`config.mk`:
```
export PLATFORM = sky130hd
export DESIGN_NAME = core_l1i_resp
export DESIGN_NICKNAME = d
export VERILOG_FILES = /design/src/rtl/core_l1i_resp.sv
export SDC_FILE = /design/constraint.sdc
export NUM_CORES = 2
export LEC_CHECK = 0
export ABC_AREA = 1
export BUFFER_PORTS_ARGS = -buffer_cell sky130_fd_sc_hd__buf_2
export CORE_MARGIN = 2
export CORE_UTILIZATION = 50
export DETAILED_ROUTE_END_ITERATION = 8
export PLACE_DENSITY_LB_ADDON = 0.15
export SYNTH_ARGS = -nofsm -noshare
export SYNTH_HDL_FRONTEND = slang
export SYNTH_SLANG_ARGS = --single-unit
export TNS_END_PERCENT = 20
```
`constraint.sdc`:
```
create_clock -name clk -period 5.25 [get_ports clk]
set_clock_uncertainty 0.15 [all_clocks]
set_input_delay 0 -clock clk [delete_from_list [all_inputs] [get_ports clk]]
set_output_delay 0 -clock clk [all_outputs]
set_load 0.02 [all_outputs]
```
`src/rtl/core_l1i_resp.sv`:
```
// Direct-mapped read-only L1 instruction cache, responder side of the fetch interface.
// Optional L1I_STAT_EN adds hit/miss counters (l1i_hit_cnt, l1i_miss_cnt).
module core_l1i_resp #(
  parameter int LINES      = 16,
  parameter int LINE_WORDS = 4
) (
  input  logic        clk,
  input  logic        rst,
  input  logic        l1i_req_val,
  input  logic [31:0] l1i_req_addr,
  output logic        l1i_req_rdy,
  input  logic        l1i_kill,
  output logic        l1i_ack,
  output logic [31:0] l1i_rdata,
  input  logic        l1i_flush,
  output logic        mem_req_val,
  output logic [31:0] mem_req_addr,
  input  logic        mem_req_rdy,
  input  logic        mem_resp_val,
  input  logic [31:0] mem_resp_data
`ifdef L1I_STAT_EN
  ,
  output logic [31:0] l1i_hit_cnt,
  output logic [31:0] l1i_miss_cnt
`endif
);

  localparam int OFF_W = $clog2(LINE_WORDS);
  localparam int IDX_W = $clog2(LINES);
  localparam int TAG_W = 30 - OFF_W - IDX_W;
  localparam logic [OFF_W-1:0] LAST_BEAT = OFF_W'(LINE_WORDS - 1);

  typedef enum logic [1:0] {
    S_IDLE,
    S_LOOKUP,
    S_REFILL_REQ,
    S_REFILL_DATA
  } state_t;

  state_t            state;
  logic [29:0]       req_pc;
  logic [LINES-1:0]  valid;
  logic [TAG_W-1:0]  tag_mem  [LINES];
  logic [31:0]       data_mem [LINES*LINE_WORDS];
  logic [OFF_W-1:0]  beat_cnt;
  logic              kill_pend;
  logic              flush_pend;
  logic [31:0]       rdata_q;

  logic [OFF_W-1:0]  req_off;
  logic [IDX_W-1:0]  req_idx;
  logic [TAG_W-1:0]  req_tag;
  logic              hit;
  logic [31:0]       rd_word;
  logic              in_refill;
  logic              last_beat;
  logic              unused_addr_bits;

  assign unused_addr_bits = ^l1i_req_addr[1:0];

  assign req_off = req_pc[OFF_W-1:0];
  assign req_idx = req_pc[OFF_W +: IDX_W];
  assign req_tag = req_pc[29 -: TAG_W];

  assign hit     = valid[req_idx] && (tag_mem[req_idx] == req_tag);
  assign rd_word = data_mem[{req_idx, req_off}];

  // Lookup is combinational on the registered pc so hits return in the cycle after acceptance.
  assign l1i_ack     = (state == S_LOOKUP) && hit && !l1i_kill;
  assign l1i_req_rdy = (state == S_IDLE) || l1i_ack;
  assign l1i_rdata   = l1i_ack ? rd_word : rdata_q;

  assign in_refill = (state == S_REFILL_REQ) || (state == S_REFILL_DATA);
  assign last_beat = (state == S_REFILL_DATA) && mem_resp_val && (beat_cnt == LAST_BEAT);

  always_ff @(posedge clk or posedge rst) begin
    if (rst) begin
      state        <= S_IDLE;
      req_pc       <= '0;
      valid        <= '0;
      beat_cnt     <= '0;
      kill_pend    <= 1'b0;
      flush_pend   <= 1'b0;
      rdata_q      <= '0;
      mem_req_val  <= 1'b0;
      mem_req_addr <= '0;
    end else begin
      if (l1i_ack) rdata_q <= rd_word;
      if (l1i_req_val && l1i_req_rdy) req_pc <= l1i_req_addr[31:2];

      case (state)
        S_IDLE: begin
          if (l1i_req_val) state <= S_LOOKUP;
        end
        S_LOOKUP: begin
          if (l1i_kill) begin
            state <= S_IDLE;
          end else if (hit) begin
            state <= l1i_req_val ? S_LOOKUP : S_IDLE;
          end else begin
            state        <= S_REFILL_REQ;
            mem_req_val  <= 1'b1;
            mem_req_addr <= {req_pc[29:OFF_W], {(OFF_W+2){1'b0}}};
          end
        end
        S_REFILL_REQ: begin
          if (mem_req_rdy) begin
            mem_req_val <= 1'b0;
            state       <= S_REFILL_DATA;
          end
        end
        S_REFILL_DATA: begin
          if (mem_resp_val) begin
            beat_cnt <= beat_cnt + OFF_W'(1);
            if (beat_cnt == LAST_BEAT) begin
              beat_cnt       <= '0;
              valid[req_idx] <= 1'b1;
              state          <= (kill_pend || l1i_kill) ? S_IDLE : S_LOOKUP;
            end
          end
        end
        default: state <= S_IDLE;
      endcase

      // Kill and flush are deferred across a refill; the line is always installed first.
      if (in_refill) begin
        kill_pend <= (kill_pend || l1i_kill) && !last_beat;
        if (l1i_flush) flush_pend <= 1'b1;
      end else if (l1i_flush || flush_pend) begin
        valid      <= '0;
        flush_pend <= 1'b0;
      end
    end
  end

  always_ff @(posedge clk) begin
    if ((state == S_REFILL_DATA) && mem_resp_val) begin
      data_mem[{req_idx, beat_cnt}] <= mem_resp_data;
      if (beat_cnt == LAST_BEAT) tag_mem[req_idx] <= req_tag;
    end
  end

`ifdef L1I_STAT_EN
  always_ff @(posedge clk or posedge rst) begin
    if (rst) begin
      l1i_hit_cnt  <= '0;
      l1i_miss_cnt <= '0;
    end else if (state == S_LOOKUP) begin
      if (hit) l1i_hit_cnt  <= l1i_hit_cnt + 32'd1;
      else     l1i_miss_cnt <= l1i_miss_cnt + 32'd1;
    end
  end
`endif

endmodule

```
==> results.sh <==
export IMPL_ys_seq_elements=2545
export IMPL_first_iter_violations=7743
export IMPL_crit_path_end_kind="output pin"
export IMPL_port_buffers=131
export IMPL_postSynthCellCount=7812
export IMPL_drive_gt1_share_pct=9.48
export IMPL_syn_area_per_cell_sq_um=12.7
export IMPL_p_total_w=0.0590
export IMPL_dp_cells=10300
export IMPL_rsz0062_at_grt="no"
export IMPL_htreeDepth=5
export IMPL_critPathTopFamily="compound AO/OA/AOI/OAI gates"
export IMPL_max_freq_mhz=196
export IMPL_track_usage_pct=27.2
export IMPL_arrival_ns=4.95
export IMPL_fin_nets=8177
export IMPL_cp_common_cell="o21ai_0"
export IMPL_drc=0
export IMPL_place_congestion=0.824
export IMPL_start_util_pct=50.4
export IMPL_p_per_area_nw_per_um2=517
export IMPL_p_clk_share_pct=30.6
export IMPL_via_count=64600
export IMPL_ys_flop_type="edfxtp_1"
export IMPL_maxSlewHeadroom_pct=14.4
export IMPL_setup_viol_count_final=0
export IMPL_cts_buffer_depth=4
export IMPL_syn_area_sq_um=99500
export IMPL_finalHoldViolCount=0
export IMPL_area_delta_synth_final_pct=14.8
export IMPL_fin_tns_setup_ns=0
export IMPL_synth_top_area_share_pct=73.4
export IMPL_clk_pin_slew_ns=0.06
export IMPL_yosys_warnings=0
export IMPL_grt_max_degree=178
export IMPL_period_minus_slack_ns=5.10
export IMPL_numCtsBuffers=280
export IMPL_grt_pass1_wl_mm=410
export IMPL_synth_edf_count=2432
export IMPL_row_count=163
export IMPL_holdWs_ns=0.119
export IMPL_timing_final_crit_share_pct=97.1
export IMPL_ant_nets=0
export IMPL_io_pins=138
export IMPL_die_y_um=450
export IMPL_dp_slack_ns=0.809
export IMPL_synth_cell_types=39
export IMPL_worstPathCellList="inv_8 -> buf_12 -> o21ai_0 -> o22ai_1 -> a22o_1 -> a21oi_1 -> o21ai_0 -> o31ai_1 -> nand2_1 -> buf_2"
export IMPL_fp_dieW_um=450
export IMPL_sw_frac_of_total_pct=34.9
export IMPL_yosysSeqAreaShare_pct=76.3
export IMPL_clk_latency_ns=0.92
export IMPL_netSwitchingPower_w=0.0206
export IMPL_antenna_found_initial=10
export IMPL_max_vdd_ir_drop_v=0.000475
export IMPL_cts_tree="done"
export IMPL_hold_start="mem_resp_val"
export IMPL_startpoint_type="flop"
export IMPL_tightest_slew_ns=1.28
export IMPL_combPwrFrac_pct=28.9
export IMPL_final_cells=10900
export IMPL_clockRootBuffer="clkbuf_16"
export IMPL_drv_cap=0
export IMPL_yosysTopAreaCell="edfxtp_1"
export IMPL_clock_sinks=2545
export IMPL_wl_mm=279
export IMPL_gr_total_overflow=0
export IMPL_cpMaxStageDelayCell="o31ai_1"
export IMPL_critical_path_startpoint="req_pc[0]"
export IMPL_critical_path_max_stage_delay_ns=0.85
export IMPL_ys_top_cells_by_area="edfxtp_1, nand2_1, o21ai_0, nor2_1, o22ai_1"
export IMPL_critPathBufInv=3
export IMPL_critPathKind="reg -> out"
export IMPL_leakage_nw=38.9
export IMPL_internal_power_w=0.0384
export IMPL_grt_pass1_vias=60900
export IMPL_die_area_sq_um=202000
export IMPL_drv_slew=0
export IMPL_outcome="completed"
export IMPL_seqPwrFrac_pct=40.5
export IMPL_crit_required_ns=5.10
export IMPL_holdCritPathClass="in -> reg"
export IMPL_synthArstFlopShare_pct=4.44
export IMPL_viasPerCell=5.91
export IMPL_post_dp_hpwl_mm=151
export IMPL_critical_path_max_fanout=139
export IMPL_timing_rr_start="req_pc[2]"
export IMPL_first_pass_iters=6
export IMPL_wire_per_inst_um=25.6
export IMPL_core_area_sq_um=197000
export IMPL_finalWorstSetupSlack_ns=0.152
[final cells by class]
cell class                      instances  area, sq um
Antenna cell                            5         12.5
Clock buffer                          371         7570
Clock inverter                         85          608
Fill cell                           15900        83300
Inverter                               75          320
Multi-Input combinational cell       4698        21900
Sequential cell                      2545        75900
Tap cell                             2640         3300
Timing Repair Buffer                  505         4520
[placed cells by master, fill, tap and decap left out, drive strengths merged, types with 75 or more instances in the layout]
cell type / synthesis / final
dlygate4sd3: 0 / 157
dfrtp: 113 / 113
o21ai: 1113 / 1113
clkbuf: 381 / 372
buf: 119 / 347
a22o: 75 / 75
o22ai: 500 / 500
nand2: 1470 / 1470
nor2: 1249 / 1252
nand3: 99 / 99
clkinv: 4 / 78
edfxtp: 2432 / 2432
[final timing paths]
check	endpoint	slack (ns)	depth (start not counted)
min in group asynchronous	mem_req_addr[21]	0.16	4
max reg2reg	req_pc[3]	0.30	19
max	l1i_rdata[14]	0.15	10
min reg2reg	rdata_q[29]	0.32	2
min	flop	0.12	5
max in group asynchronous	req_pc[3]	3.29	5
[cell usage after synthesis (12+ instances only)]
cell type and instances:
nand2_1 1467, o21ai_0 1079, a41oi_1 22, o21ai_1 34, a21oi_1 55, edfxtp_1 2432
nand4_1 59, buf_1 34, buf_4 19, nand3_1 99, a22oi_1 21, o22ai_1 500
inv_1 67, buf_2 65, nor2_1 1245, nor3_1 12, clkbuf_1 381, a22o_1 75
dfrtp_1 113
[per-layer routing]
layer | GRT usage (%) | up-vias | share of wire [%]
li1 | - | 28900 | -
met1 | 38.6 | 32600 | 42
met2 | 43.5 | 2649 | 48
met3 | 4.54 | 439 | 8.1
met4 | 7.75 | 0 | 2.7
met5 | 0 | - | 0
[cell families (layout without fill, tap and decap cells)]
group	after synthesis	in the layout	synth area share, %
buf+inv	575	1036	2.33
other cells	1	9	0.00377
flops	2545	2545	76.3
simple gates	2891	2894	11.2
fa+ha+maj	1	1	0.0126
compound gates	1799	1799	10.1
[sequential cells by signal, summed over array words and instances, names as in the netlist, named ones only]
register / cells
flush_pend: 1
valid: 16
req_pc: 30
beat_cnt: 2
tag_mem: 384
kill_pend: 1
mem_req_val: 1
rdata_q: 32
data_mem: 2048
mem_req_addr: 28
state: 1
[metrics by stage]
| stage | area [sq um] | util [%] |
|---|---|---|
| global placement | 104000 | 52.8 |
| floorplan | 99500 | - |
| finish | 114000 | 57.8 |
| global route | 114000 | 57.8 |
| detailed placement | 104000 | 52.8 |
| CTS | 114000 | 57.7 |
[worst min-delay path: stages]
cell           delay (ns)
dlygate4sd3_1        0.52
buf_2                0.14
a211oi_1             0.08
nor3_1               0.26
a31oi_1              0.13
[timing repair]
item,4_1_cts,5_1_grt
hold buffers,157,0
hold endpoints to repair,2232,0
gates cloned,2,1
endpoints found under the setup margin,24,48
resized for setup,1,10
setup buffers,0,9
pin swaps,2,3
[power by group through the flow]
stage                     clock network (W)  registers [W]  logic [W]
after floorplan                           0         0.0240     0.0101
after global placement                    0         0.0243     0.0162
after detailed placement                  0         0.0243     0.0164
after CTS                            0.0183         0.0239     0.0167
after global routing                 0.0191         0.0239     0.0186
final                                0.0180         0.0239     0.0171
Note: power is estimated with default switching activity, not from simulation.
